--- config.mk ---
export PLATFORM = sky130hd
export DESIGN_NAME = count_step_decoder_flat
export DESIGN_NICKNAME = d
export VERILOG_FILES = /design/src/rtl/count_step_decoder_pkg.sv /design/src/rtl/count_step_decoder_if.sv /design/src/rtl/count_step_classify.sv /design/src/rtl/count_step_decoder.sv /design/src/flat_wrapper.sv
export SDC_FILE = /design/constraint.sdc
export NUM_CORES = 1
export LEC_CHECK = 0
export CAP_MARGIN = 15
export CORE_UTILIZATION = 47
export DETAILED_ROUTE_END_ITERATION = 16
export HOLD_SLACK_MARGIN = 0.1
export PLACE_DENSITY = 0.75
export SYNTH_ARGS = -nofsm -noshare
export SYNTH_HDL_FRONTEND = slang
export SYNTH_SLANG_ARGS = --single-unit
--- constraint.sdc ---
create_clock -name clk -period 2.2 [get_ports clk]
set_input_delay 0.33 -clock clk [delete_from_list [all_inputs] [get_ports clk]]
set_output_delay 0.33 -clock clk [all_outputs]
set_load 0.005 [all_outputs]
--- src/rtl/count_step_decoder_pkg.sv ---
// count_pkg
// Shared types for the count step decoder:
//   state_t : lock FSM states (IDLE, TRACK, LOCK_UP, LOCK_DWN)
//   step_t  : class of the last observed step (HOLD, UP, DWN, JUMP)
//   RUN_W   : width of the consecutive-step run counter
package count_pkg;

   localparam int RUN_W = 8;

   typedef enum logic [1:0] {
      IDLE     = 2'd0,
      TRACK    = 2'd1,
      LOCK_UP  = 2'd2,
      LOCK_DWN = 2'd3
   } state_t;

   typedef enum logic [1:0] {
      HOLD = 2'd0,
      UP   = 2'd1,
      DWN  = 2'd2,
      JUMP = 2'd3
   } step_t;

endpackage

--- src/rtl/count_step_decoder_if.sv ---
// count_step_decoder_if
// Bundles the observed counter bus and the decoder status outputs.
//   master : drives count_in, valid_in, clr_stats; reads decoder outputs
//   slave  : the decoder side (reads samples, drives pulses/state/statistics)
interface count_step_decoder_if #(
   parameter int SIZE  = 2,
   parameter int CNT_W = 8
) ();
   logic [SIZE-1:0]  count_in;
   logic             valid_in;
   logic             clr_stats;
   logic             step_up;
   logic             step_dwn;
   logic             jump;
   logic             hold;
   logic             dir;
   logic             locked;
   logic [CNT_W-1:0] up_cnt;
   logic [CNT_W-1:0] dwn_cnt;
   logic [CNT_W-1:0] jump_cnt;

   modport master (
      output count_in, valid_in, clr_stats,
      input  step_up, step_dwn, jump, hold, dir, locked, up_cnt, dwn_cnt, jump_cnt
   );

   modport slave (
      input  count_in, valid_in, clr_stats,
      output step_up, step_dwn, jump, hold, dir, locked, up_cnt, dwn_cnt, jump_cnt
   );
endinterface

--- src/rtl/count_step_classify.sv ---
// count_step_classify
// Combinational step classifier: diff = (count_in - prev) mod 2^SIZE.
//   count_in : current sample
//   prev     : previous valid sample
//   cls      : HOLD (diff 0), UP (diff 1), DWN (diff all-ones), JUMP (other)
module count_step_classify
   import count_pkg::*;
#(
   parameter int SIZE = 2
) (
   input  logic [SIZE-1:0] count_in,
   input  logic [SIZE-1:0] prev,
   output step_t           cls
);
   localparam logic [SIZE-1:0] ONE = {{(SIZE-1){1'b0}}, 1'b1};

   logic [SIZE-1:0] diff_s;

   // Modular difference; the natural wrap makes 3->0 an up step and 0->3 a down step.
   always_comb begin
      diff_s = count_in - prev;
      if (diff_s == {SIZE{1'b0}}) begin
         cls = HOLD;
      end else if (diff_s == ONE) begin
         cls = UP;
      end else if (diff_s == {SIZE{1'b1}}) begin
         cls = DWN;
      end else begin
         cls = JUMP;
      end
   end
endmodule

--- src/rtl/count_step_decoder.sv ---
// count_step_decoder
// Observes an up/down/load counter, decodes each valid step, tracks a
// direction-lock FSM and keeps saturating per-event statistics.
//   clk   : rising-edge clock
//   reset : synchronous, active-high; dominates clr_stats and valid_in
//   bus   : slave side of count_step_decoder_if (samples in, status out)
// All outputs are registered (latency 1 from the sampling edge).
module count_step_decoder
   import count_pkg::*;
#(
   parameter int SIZE   = 2,
   parameter int LOCK_N = 3,
   parameter int CNT_W  = 8
) (
   input logic                  clk,
   input logic                  reset,
   count_step_decoder_if.slave  bus
);
   localparam logic [RUN_W-1:0] RUN_ONE  = {{(RUN_W-1){1'b0}}, 1'b1};
   localparam logic [RUN_W-1:0] RUN_LOCK = RUN_W'(LOCK_N);

   step_t            cls_s;
   state_t           state_r, state_n;
   logic [RUN_W-1:0] run_r, run_n;
   logic             run_dir_r, run_dir_n;
   logic [SIZE-1:0]  prev_r;
   logic             pulse_en_s;
   logic             match_s;
   logic             step_up_r, step_dwn_r, jump_r, hold_r, dir_r, locked_r;
   logic [CNT_W-1:0] up_cnt_r, dwn_cnt_r, jump_cnt_r;

   function automatic logic [CNT_W-1:0] sat_inc(input logic [CNT_W-1:0] v);
      if (v == {CNT_W{1'b1}}) begin
         return v;
      end else begin
         return v + {{(CNT_W-1){1'b0}}, 1'b1};
      end
   endfunction

   count_step_classify #(.SIZE(SIZE)) u_classify (
      .count_in (bus.count_in),
      .prev     (prev_r),
      .cls      (cls_s)
   );

   // The first sample after reset only seeds prev; it produces no pulse or statistic.
   assign pulse_en_s = bus.valid_in && (state_r != IDLE);
   assign match_s    = ((cls_s == UP) && run_dir_r) || ((cls_s == DWN) && !run_dir_r);

   // Next-state, run length and run direction for a valid sample.
   always_comb begin
      state_n   = state_r;
      run_n     = run_r;
      run_dir_n = run_dir_r;
      case (state_r)
         IDLE: begin
            state_n = TRACK;
            run_n   = {RUN_W{1'b0}};
         end
         TRACK: begin
            case (cls_s)
               UP, DWN: begin
                  // A fresh run (run = 0) accepts either direction.
                  if ((run_r == {RUN_W{1'b0}}) || match_s) begin
                     run_n = run_r + RUN_ONE;
                  end else begin
                     run_n = RUN_ONE;
                  end
                  run_dir_n = (cls_s == UP);
                  if (run_n >= RUN_LOCK) begin
                     state_n = (cls_s == UP) ? LOCK_UP : LOCK_DWN;
                  end else begin
                     state_n = TRACK;
                  end
               end
               JUMP:    run_n = {RUN_W{1'b0}};
               HOLD:    run_n = run_r;
               default: run_n = run_r;
            endcase
         end
         LOCK_UP, LOCK_DWN: begin
            if (cls_s == JUMP) begin
               state_n = TRACK;
               run_n   = {RUN_W{1'b0}};
            end else if ((cls_s == HOLD) || match_s) begin
               state_n = state_r;
            end else begin
               state_n   = TRACK;
               run_n     = RUN_ONE;
               run_dir_n = (cls_s == UP);
            end
         end
         default: begin
            state_n = IDLE;
            run_n   = {RUN_W{1'b0}};
         end
      endcase
   end

   // State, prev sample and registered pulse/lock outputs.
   always_ff @(posedge clk) begin
      if (reset) begin
         state_r    <= IDLE;
         run_r      <= {RUN_W{1'b0}};
         run_dir_r  <= 1'b0;
         prev_r     <= {SIZE{1'b0}};
         step_up_r  <= 1'b0;
         step_dwn_r <= 1'b0;
         jump_r     <= 1'b0;
         hold_r     <= 1'b0;
         locked_r   <= 1'b0;
         dir_r      <= 1'b0;
      end else if (bus.valid_in) begin
         state_r    <= state_n;
         run_r      <= run_n;
         run_dir_r  <= run_dir_n;
         prev_r     <= bus.count_in;
         step_up_r  <= pulse_en_s && (cls_s == UP);
         step_dwn_r <= pulse_en_s && (cls_s == DWN);
         jump_r     <= pulse_en_s && (cls_s == JUMP);
         hold_r     <= pulse_en_s && (cls_s == HOLD);
         locked_r   <= (state_n == LOCK_UP) || (state_n == LOCK_DWN);
         dir_r      <= (state_n == LOCK_UP);
      end else begin
         step_up_r  <= 1'b0;
         step_dwn_r <= 1'b0;
         jump_r     <= 1'b0;
         hold_r     <= 1'b0;
      end
   end

   // Saturating event statistics; clr_stats beats a same-cycle increment.
   always_ff @(posedge clk) begin
      if (reset || bus.clr_stats) begin
         up_cnt_r   <= {CNT_W{1'b0}};
         dwn_cnt_r  <= {CNT_W{1'b0}};
         jump_cnt_r <= {CNT_W{1'b0}};
      end else if (pulse_en_s) begin
         if (cls_s == UP)   up_cnt_r   <= sat_inc(up_cnt_r);
         else               up_cnt_r   <= up_cnt_r;
         if (cls_s == DWN)  dwn_cnt_r  <= sat_inc(dwn_cnt_r);
         else               dwn_cnt_r  <= dwn_cnt_r;
         if (cls_s == JUMP) jump_cnt_r <= sat_inc(jump_cnt_r);
         else               jump_cnt_r <= jump_cnt_r;
      end else begin
         up_cnt_r   <= up_cnt_r;
         dwn_cnt_r  <= dwn_cnt_r;
         jump_cnt_r <= jump_cnt_r;
      end
   end

   assign bus.step_up  = step_up_r;
   assign bus.step_dwn = step_dwn_r;
   assign bus.jump     = jump_r;
   assign bus.hold     = hold_r;
   assign bus.locked   = locked_r;
   assign bus.dir      = dir_r;
   assign bus.up_cnt   = up_cnt_r;
   assign bus.dwn_cnt  = dwn_cnt_r;
   assign bus.jump_cnt = jump_cnt_r;
endmodule

--- src/flat_wrapper.sv ---
// flat-port wrapper written by rule: the top's interface ports become plain ports
module count_step_decoder_flat import count_pkg::*;
#(
   parameter int SIZE   = 2,
   parameter int LOCK_N = 3,
   parameter int CNT_W  = 8
)
  (clk, reset, bus_count_in, bus_valid_in, bus_clr_stats, bus_step_up, bus_step_dwn, bus_jump, bus_hold, bus_dir, bus_locked, bus_up_cnt, bus_dwn_cnt, bus_jump_cnt);
  count_step_decoder_if #(.SIZE(SIZE), .CNT_W(CNT_W)) bus_i ();
  input logic clk;
  input logic reset;
  input wire logic [$bits(bus_i.count_in)-1:0] bus_count_in;
  input wire logic [$bits(bus_i.valid_in)-1:0] bus_valid_in;
  input wire logic [$bits(bus_i.clr_stats)-1:0] bus_clr_stats;
  output wire logic [$bits(bus_i.step_up)-1:0] bus_step_up;
  output wire logic [$bits(bus_i.step_dwn)-1:0] bus_step_dwn;
  output wire logic [$bits(bus_i.jump)-1:0] bus_jump;
  output wire logic [$bits(bus_i.hold)-1:0] bus_hold;
  output wire logic [$bits(bus_i.dir)-1:0] bus_dir;
  output wire logic [$bits(bus_i.locked)-1:0] bus_locked;
  output wire logic [$bits(bus_i.up_cnt)-1:0] bus_up_cnt;
  output wire logic [$bits(bus_i.dwn_cnt)-1:0] bus_dwn_cnt;
  output wire logic [$bits(bus_i.jump_cnt)-1:0] bus_jump_cnt;
  assign bus_i.count_in = bus_count_in;
  assign bus_i.valid_in = bus_valid_in;
  assign bus_i.clr_stats = bus_clr_stats;
  assign bus_step_up = bus_i.step_up;
  assign bus_step_dwn = bus_i.step_dwn;
  assign bus_jump = bus_i.jump;
  assign bus_hold = bus_i.hold;
  assign bus_dir = bus_i.dir;
  assign bus_locked = bus_i.locked;
  assign bus_up_cnt = bus_i.up_cnt;
  assign bus_dwn_cnt = bus_i.dwn_cnt;
  assign bus_jump_cnt = bus_i.jump_cnt;
  count_step_decoder #(.SIZE(SIZE), .LOCK_N(LOCK_N), .CNT_W(CNT_W)) u_core (.clk(clk), .reset(reset), .bus(bus_i));
endmodule
==> results.yml, run 1 <==
run_status:
  outcome: "complete, no violations"
cells_and_area:
  fin_cells: 356
  final_cell_mix: "dfxtp_1 (43), nor2_1 (36), clkdlybuf4s50_1 (34)"
  drive_above_1_share: 0.148
  final_common_cell: "dfxtp_1"
  antenna_cells: 0
  filler_cell_count: 371
  area_delta_synth_final_pct: 32.2
  final_nets: 315
global_routing:
  grtUsageMet2: 0.302
  grt_antenna_before_repair: 0
  gr-usage-all-layers: 0.194
  grt_overflow: 0
  grt_max_degree: 25
  grt_util_met3: 0.0480
  grt_pass1_vias: 1739
  busiest_layer: "met2"
  grt_first_pass_wirelength_mm: 7.60
  grt_use_met1: 0.264
synthesis:
  synth.distinct_cells: 46
  synthTopCellsByArea: "dfxtp_1 (40%), nor2_1 (6.4%), xor2_1 (4.9%)"
  syn_area_um2: 2130
  synthArstFlopShare: 0
  synth_edf_count: 0
  synth_top_cell_by_area: "dfxtp_1"
  ys_seq_area_frac: 0.405
  ys_warn_count: 0
  synthesis.instances: 247
  synth-main-ff-cell: "dfxtp_1"
  syn_area_per_cell_um2: 8.61
  yosys.area.top_type_share: 0.405
  ys_ff_latch: 43
  syn_nets: 259
clock_tree:
  cts_max_level: 2
  ctsHoldBuffers: 0
  cts_sinks: 43
  cts_buffers: 5
  root_buffer: "clkbuf_8"
  cts_buffer_depth: 2
  clkTransAtPathRegs_ns: 0.08
  worstSkewPairLatency_ns: 0.30
  cts_tree: "done"
critical_path:
  arrival_ns: 2.36
  crit_type: "in2reg"
  end_kind: "register"
  cp-start-kind: "input pin"
  crit_fanout: 4
  worstPathRequired_ns: 2.42
detailed_routing:
  dr.pass1.iters: 4
  ant_nets: 0
  first_iter_violations: 77
  routed_wirelength_mm: 4.52
  wire_per_inst_um: 12.7
  remaining_drc_errors: 0
  dr_total_vias: 1944
  vias_per_cell: 5.46
place:
  hpwl_mm: 3.16
  dp_cells: 345
  portBuffers: 35
  gp_congestion: 0.830
timing:
  worst_pin_slew_ns: 0.545
  fin_tns_setup_ns: 0
  hold_ws_ns: 0.417
  drv_slew: 0
  hold_viol: 0
  fin_crit_ns: 2.14
  slew_headroom: 0.634
  timing.final.crit_share: 0.972
  setup_violations: 0
  skew_ns: 0.00683
  fmax_mhz: 467
power:
  leakagePower_uw: 0.00104
  powerDensity_nw_per_um2: 522
  irDropWorstVdd_uv: 320
floorplanning:
  die-width_um: 69.3
  start_util: 0.488
  rows: 24
  io_pins: 36
  design.die.area_um2: 4800
  core_um2: 4350
  die_y_um: 69.3
worst_hold_path:
  hold_class: "in2reg"
flow_run:
  maxCapViolCount: 0
-- per-layer routing --
metal,vias up,routed length (um)
met5,-,0
met4,0,42
met3,5,219
met2,48,2090
met1,893,2180
li1,998,-
-- state kept, by name, summed over array words and instances, names as in the netlist --
signal               count
u_core.bus.step_up       1
u_core.bus.jump          1
u_core.bus.up_cnt        8
u_core.prev_r            2
u_core.bus.dir           1
u_core.bus.locked        1
u_core.bus.dwn_cnt       8
u_core.bus.step_dwn      1
u_core.bus.jump_cnt      8
u_core.state_r           2
u_core.bus.hold          1
u_core.run_dir_r         1
u_core.run_r             8
-- worst max-delay path, cell delays in order --
cell	delay [ns]
clkdlybuf4s50_1	0.50
xor3_2	0.39
buf_6	0.15
a2111oi_4	0.23
nand4_1	0.13
buf_4	0.17
or3_1	0.34
a21oi_1	0.12
-- timing repair --
item | 4_1_cts | 5_1_grt
buffers inserted | 1 | 2
pin swaps | 6 | 3
gates resized for setup | 4 | 5
setup endpoints to repair | 10 | 15
-- area by class of cell --
cell class / instances / area (um2) / share of cell area
clock buffers: 5 / 68.8 / 0.0245
clock inverters: 3 / 15.0 / 0.00534
inverters: 8 / 30.0 / 0.0107
multi-input cells: 182 / 1210 / 0.430
flip-flops and latches: 43 / 861 / 0.306
well taps: 52 / 65.1 / 0.0232
repair buffers: 63 / 563 / 0.200
-- worst paths after layout --
kind / slack (ns) / start / cells past startpoint / end
worst max-delay path: 0.06 / bus_count_in[1] / 8 / u_core.bus.up_cnt[5]
worst min-delay path: 0.42 / bus_count_in[0] / 3 / u_core.prev_r[0]
worst max register to register: 0.12 / u_core.state_r[1] / 7 / u_core.bus.up_cnt[5]
worst min register to register: 0.47 / u_core.bus.locked / 2 / u_core.bus.locked
-- Yosys cell counts, types with 2 or more instances --
| cell type | count |
|---|---|
| dfxtp_1 | 43 |
| nor2_1 | 36 |
| nand2_1 | 19 |
| nand3_1 | 15 |
| a21oi_1 | 13 |
| clkbuf_1 | 12 |
| xor2_1 | 12 |
| inv_1 | 8 |
| and3_1 | 7 |
| nand4_1 | 7 |
| xnor2_1 | 7 |
| a311oi_1 | 6 |
| ha_1 | 6 |
| nor3_1 | 6 |
| mux2i_1 | 5 |
| o21ai_0 | 5 |
| o211ai_1 | 3 |
| a2111oi_4 | 2 |
| a211oi_1 | 2 |
| a22oi_1 | 2 |
| a31oi_1 | 2 |
| a41oi_1 | 2 |
| nor4_1 | 2 |
| nor4b_1 | 2 |
| or3_1 | 2 |
-- kinds of logic after synthesis --
| group | share of synthesized area |
|---|---|
| multiplexers | 0.0235 |
| buffers and inverters | 0.0394 |
| adder cells (fa/ha/maj) | 0.0353 |
| XOR/XNOR | 0.0901 |
| flip-flops | 0.405 |
| AO/OA/AOI/OAI | 0.171 |
| AND/OR/NAND/NOR | 0.235 |
-- through the flow --
step                worst slack, ns  area (um2)   util  power, uW
floorplan                    0.0679        2130      -        913
global placement             -0.358        2680  0.614        985
detailed placement           -0.449        2680  0.614        989
CTS                          0.0325        2780  0.638       1480
global route                -0.0126        2810  0.645       1540
finish                       0.0609        2810  0.645       1470
-- where the power goes --
group	total, uW	internal (uW)	switching, uW
logic	187	93.0	94.4
registers	794	785	8.44
clock network	487	217	269
Note: power is estimated with default switching activity, not from simulation.
==> run 2, diff against run 1 <==
--- a/config.mk
+++ b/config.mk
@@ -6,10 +6,12 @@
 export NUM_CORES = 1
 export LEC_CHECK = 0
 export CAP_MARGIN = 15
-export CORE_UTILIZATION = 47
+export CELL_PAD_IN_SITES_DETAIL_PLACEMENT = 2
+export CELL_PAD_IN_SITES_GLOBAL_PLACEMENT = 2
+export CORE_UTILIZATION = 28
 export DETAILED_ROUTE_END_ITERATION = 16
 export HOLD_SLACK_MARGIN = 0.1
-export PLACE_DENSITY = 0.75
+export PLACE_DENSITY_LB_ADDON = 0.1
 export SYNTH_ARGS = -nofsm -noshare
 export SYNTH_HDL_FRONTEND = slang
 export SYNTH_SLANG_ARGS = --single-unit
==> run 2 against run 1 <==
Against the previous run: sequential power about the same; first-iteration DRC count decreased by 35%; core utilization decreased by 24 points; combinational power increased by 9%; final cell count increased by 12%.
==> results.yml, run 2 (synthesis gave the netlist of run 1 again) <==
run_status:
  outcome: "complete, no violations"
timing:
  slew_headroom: 0.677
  grt_setup_unrepaired: "yes"
  hold_ws_ns: 0.357
  fin_crit_ns: 2.17
  worst_pin_slew_ns: 0.484
  hold_viol: 0
  timing.final.crit_share: 0.985
  drv_slew: 0
  fmax_mhz: 461
  worst_slack_ns: 0.0330
  setup_violations: 0
  skew_ns: 0.00810
  fin_tns_setup_ns: 0
clock_tree:
  cts_tree: "done"
  cts_sinks: 43
  root_buffer: "clkbuf_8"
  cts_max_level: 2
  worstSkewPairLatency_ns: 0.30
  cts_buffers: 5
  clkTransAtPathRegs_ns: 0.09
  ctsHoldBuffers: 0
  cts_buffer_depth: 2
power:
  seq_power_share: 0.478
  p_int_uw: 1250
  powerDensity_nw_per_um2: 565
  irDropWorstVdd_uv: 291
  leakagePower_uw: 0.00107
  p_sw_frac: 0.250
  p_sw_uw: 416
  p_comb_frac: 0.123
  p_clk_frac: 0.399
critical_path:
  crit_chain: "xor3_2 -> xnor2_4 -> a2111oi_4 -> buf_4 -> and2_4 -> a31oi_1 -> a311oi_1"
  arrival_ns: 2.39
  critPathBufInv: 1
  rr_startpoint: "u_core.prev_r[1]"
  r2r_slack_ns: 0.03
  r2r_cells: 7
  cp-start-kind: "register"
  r2r_end: "u_core.run_r[6]"
  worstPathRequired_ns: 2.42
  end_kind: "register"
  worst_path_largest_cell_delay_ns: 0.52
  path_delay_family: "XOR/XNOR gates"
  crit_type: "reg2reg"
  crit_fanout: 3
  slowest_stage: "xor3_2"
detailed_routing:
  wire_per_inst_um: 15.8
  routed_wirelength_mm: 6.33
  dr_total_vias: 1991
  remaining_drc_errors: 0
  first_iter_violations: 50
  vias_per_cell: 4.98
  ant_nets: 0
  dr.pass1.iters: 3
cells_and_area:
  final_nets: 312
  antenna_cells: 0
  final_cell_mix: "dfxtp_1 (41), nor2_1 (36), clkdlybuf4s50_1 (33)"
  filler_cell_count: 853
  final_common_cell: "dfxtp_1"
  area_delta_synth_final_pct: 38.6
  drive_above_1_share: 0.159
  fin_cells: 400
global_routing:
  grt_max_degree: 25
  grt_overflow: 0
  gr-usage-all-layers: 0.170
  grt_first_pass_wirelength_mm: 10.4
  grt_antenna_before_repair: 0
  grt_pass1_vias: 2109
place:
  dp_cells: 391
  portBuffers: 35
  dp_slack_ns: -0.481
  hpwl_mm: 4.35
  gp_congestion: 0.707
floorplanning:
  rows: 31
  die_y_um: 89.1
  start_util: 0.292
  core_um2: 7290
  die-width_um: 89.1
  io_pins: 36
  design.die.area_um2: 7940
worst_hold_path:
  min_from: "bus_count_in[1]"
  whs_path_depth: 3
  hold_class: "in2reg"
  holdPathEnd: "u_core.prev_r[1]"
flow_run:
  maxCapViolCount: 0
[run 2: cell types whose count changed in the layout (fill, tap and decap cells not counted), sizes merged]
cell           delta
buf               -3
dlymetal6s2s      +1
clkdlybuf4s50     -1
clkinv            -2
clkbuf            +1
bufinv            +1
[run 2: how the worst max path moves through the flow]
| stage | startpoint | to | depth (start not counted) |
|---|---|---|---|
| final | u_core.prev_r[1] | u_core.run_r[6] | 7 |
| after global routing | u_core.prev_r[1] | u_core.run_r[6] | 7 |
| after CTS | u_core.prev_r[0] | u_core.run_r[6] | 8 |
| after detailed placement | bus_count_in[0] | u_core.run_r[5] | 9 |
| after global placement | bus_count_in[0] | u_core.run_r[5] | 9 |
| after floorplan | bus_count_in[0] | u_core.run_r[6] | 8 |
[run 2: worst reg2reg max path, stage by stage (launching register included)]
cell and delay, ns:
dfxtp_2 0.34, xor3_2 0.52, xnor2_4 0.19, a2111oi_4 0.42, buf_4 0.18, and2_4 0.14
a31oi_1 0.07, a311oi_1 0.23
[run 2: repair_timing]
item / 4_1_cts / 5_1_grt
resized for setup: 11 / 8
buffers inserted: 1 / 0
pin swaps: 7 / 6
setup endpoints to repair: 16 / 15
[run 2: layout make-up]
| class | count | area [um2] | share of cell area |
|---|---|---|---|
| Clock buffer | 6 | 82.6 | 0.0280 |
| Inverter | 8 | 30.0 | 0.0102 |
| Sequential cell | 43 | 863 | 0.293 |
| Clock inverter | 2 | 35.0 | 0.0119 |
| Tap cell | 99 | 124 | 0.0421 |
| Multi-Input combinational cell | 182 | 1250 | 0.424 |
| Timing Repair Buffer | 60 | 563 | 0.191 |
[run 2: stage by stage]
| stage | total power, uW | instance area, um2 | utilization |
|---|---|---|---|
| 6_report | 1660 | 2950 | 0.404 |
| 5_1_grt | 1740 | 2950 | 0.404 |
| 4_1_cts | 1680 | 2900 | 0.397 |
| 3_5_place_dp | 992 | 2740 | 0.376 |
| 3_3_place_gp | 990 | 2740 | 0.376 |
| 2_1_floorplan | 913 | 2130 | - |
[run 2: power by group through the flow]
stage,logic [uW],clock network (uW),registers (uW)
global route,221,725,796
detailed placement,181,0,811
finish,204,664,795
CTS,194,694,794
global placement,180,0,810
floorplan,103,0,810
[run 2: metal layers]
metal  GRT usage  routed length [um]  vias up
li1            -                   -      987
met1       0.217                2920      976
met2       0.296                3190       22
met3      0.0305                 175        6
met4      0.0433                  44        0
met5           0                   0        -
==> run 3, diff against run 2 <==
==> constraint.sdc (replaced) <==
create_clock -name clk -period 2.2 [get_ports clk]
set_input_delay 0.44 -clock clk [delete_from_list [all_inputs] [get_ports clk]]
set_output_delay 0.44 -clock clk [all_outputs]
set_load 0.005 [all_outputs]
==> run 3 against run 2 <==
Against the previous run: total power shrank 6.4%; via count is 0.60% lower; clock power shrank 13%; non-clock buffer count decreased by 1; clock-buffer cell count rose by 1; global-route usage down 0.93 points; first-iteration DRC count is 66% lower; clock skew fell by 0.0028 ns; hold slack better by 0.047 ns; worst setup slack gained 0.11 ns; sequential cell count unchanged; routed wire length decreased by 5.5%.
==> results.yml, run 3 (synthesis gave the netlist of run 1 again) <==
run_status:
  outcome: "complete, no violations"
global_routing:
  grt_antenna_before_repair: 0
  grt_first_pass_wirelength_mm: 9.85
  gr-usage-all-layers: 0.161
  grt_pass1_vias: 2034
  grt_max_degree: 25
  grt_overflow: 0
cells_and_area:
  final_cell_mix: "dfxtp_1 (42), nor2_1 (36), clkdlybuf4s50_1 (33)"
  antenna_cells: 0
  final_common_cell: "dfxtp_1"
  fin_cells: 399
  drive_above_1_share: 0.150
  final_nets: 311
  final_core_util: 0.395
  filler_cell_count: 856
  area_delta_synth_final_pct: 35.5
  design_area_um2: 2880
place:
  hpwl_mm: 4.39
  portBuffers: 35
  dp_cells: 391
  gp_congestion: 0.709
  place_area_um2: 2740
timing:
  fin_crit_ns: 2.05
  hold_viol: 0
  skew_ns: 0.00526
  fmax_mhz: 487
  slew_headroom: 0.674
  worst_pin_slew_ns: 0.489
  timing.final.crit_share: 0.934
  drv_slew: 0
  grt_setup_unrepaired: "yes"
  setup_violations: 0
  fin_tns_setup_ns: 0
clock_tree:
  cts_tree: "done"
  cts_max_level: 2
  cts_sinks: 43
  root_buffer: "clkbuf_8"
  worstSkewPairLatency_ns: 0.30
  cts_buffers: 5
  clkTransAtPathRegs_ns: 0.09
  ctsHoldBuffers: 0
  cts_buffer_depth: 2
floorplanning:
  die_y_um: 89.1
  start_util: 0.292
  design.die.area_um2: 7940
  core_um2: 7290
  die-width_um: 89.1
  io_pins: 36
  rows: 31
flow_run:
  maxCapViolCount: 0
critical_path:
  critPathBufInv: 1
  end_kind: "register"
  r2r_slack_ns: 0.15
  worstPathRequired_ns: 2.41
  arrival_ns: 2.26
  crit_type: "reg2reg"
  rr_startpoint: "u_core.prev_r[1]"
  slowest_stage: "xor3_2"
  crit_fanout: 6
  r2r_cells: 6
  worst_path_largest_cell_delay_ns: 0.50
  r2r_end: "u_core.run_r[7]"
  crit_chain: "xor3_2 -> xnor2_2 -> a2111oi_4 -> buf_4 -> a41oi_2 -> a311oi_1"
  path_delay_family: "compound AO/OA/AOI/OAI gates"
  cp-start-kind: "register"
power:
  seq_power_share: 0.511
  p_clk_frac: 0.371
  p_int_uw: 1160
  p_sw_uw: 399
  leakagePower_uw: 0.00103
  power_uw: 1560
  p_sw_frac: 0.257
  p_comb_frac: 0.118
  powerDensity_nw_per_um2: 540
  irDropWorstVdd_uv: 284
worst_hold_path:
  whs_path_depth: 3
  min_from: "bus_count_in[0]"
  hold_class: "in2reg"
  holdPathEnd: "u_core.prev_r[0]"
detailed_routing:
  ant_nets: 0
  remaining_drc_errors: 0
  first_iter_violations: 17
  dr_total_vias: 1979
  wire_per_inst_um: 15.0
  dr.pass1.iters: 4
  routed_wirelength_mm: 5.98
  vias_per_cell: 4.96
-- run 3: cell types whose count changed in the layout (fill, tap and decap cells not counted), sizes merged --
cell          change
bufinv            -1
dlymetal6s2s      -1
clkinv            -1
clkinvlp          +1
clkbuf            +1
-- run 3: area by class of cell --
type,instances,area (um2),share of cell area
flip-flops and latches,43,862,0.299
clock buffers,7,96.3,0.0334
inverters,8,30.0,0.0104
repair buffers,59,537,0.186
multi-input cells,182,1220,0.425
well taps,99,124,0.0430
clock inverters,1,7.51,0.00261
-- run 3: what timing repair did --
action	4_1_cts	5_1_grt
hold endpoints to repair	0	0
setup endpoints to repair	24	10
buffers inserted	0	0
pin swaps	6	4
resized for setup	11	5
-- run 3: how the worst max path moves through the flow --
stage,startpoint,slack (ns),depth (start not counted),to
floorplan,bus_count_in[0],0.01,8,u_core.run_r[6]
global placement,bus_count_in[0],-0.46,9,u_core.run_r[5]
detailed placement,bus_count_in[0],-0.52,9,u_core.run_r[7]
CTS,u_core.prev_r[0],-0.007,7,u_core.run_r[7]
global route,u_core.prev_r[1],-0.02,6,u_core.run_r[5]
finish,u_core.prev_r[1],0.15,6,u_core.run_r[7]
-- run 3: routing by layer --
| layer | part of all wire | wire length (um) | vias to the layer above | global-route usage |
|---|---|---|---|---|
| li1 | - | - | 981 | - |
| met3 | 0.022 | 134 | 2 | 0.0314 |
| met2 | 0.50 | 2970 | 24 | 0.284 |
| met1 | 0.48 | 2870 | 972 | 0.202 |
| met4 | 0.0020 | 12 | 0 | 0.0361 |
| met5 | 0 | 0 | - | 0 |
-- run 3: power by group through the flow --
| stage | Combinational (uW) | Clock [uW] | Sequential [uW] |
|---|---|---|---|
| 2_1_floorplan | 103 | 0 | 810 |
| 3_3_place_gp | 176 | 0 | 812 |
| 3_5_place_dp | 179 | 0 | 813 |
| 4_1_cts | 186 | 611 | 796 |
| 5_1_grt | 200 | 630 | 797 |
| 6_report | 183 | 578 | 796 |
-- run 3: metrics by stage --
stage               setup WS (ns)  hold WS (ns)
floorplan                  0.0119         0.461
global placement           -0.457         0.452
detailed placement         -0.519         0.466
CTS                      -0.00721         0.403
global route              -0.0199         0.417
finish                      0.145         0.404
-- run 3: tightest hold or removal path, delay by kind of cell --
family	cells	cell delay, ns
buf+inv	1	0.09
mux	1	0.06
simple gates	1	0.07
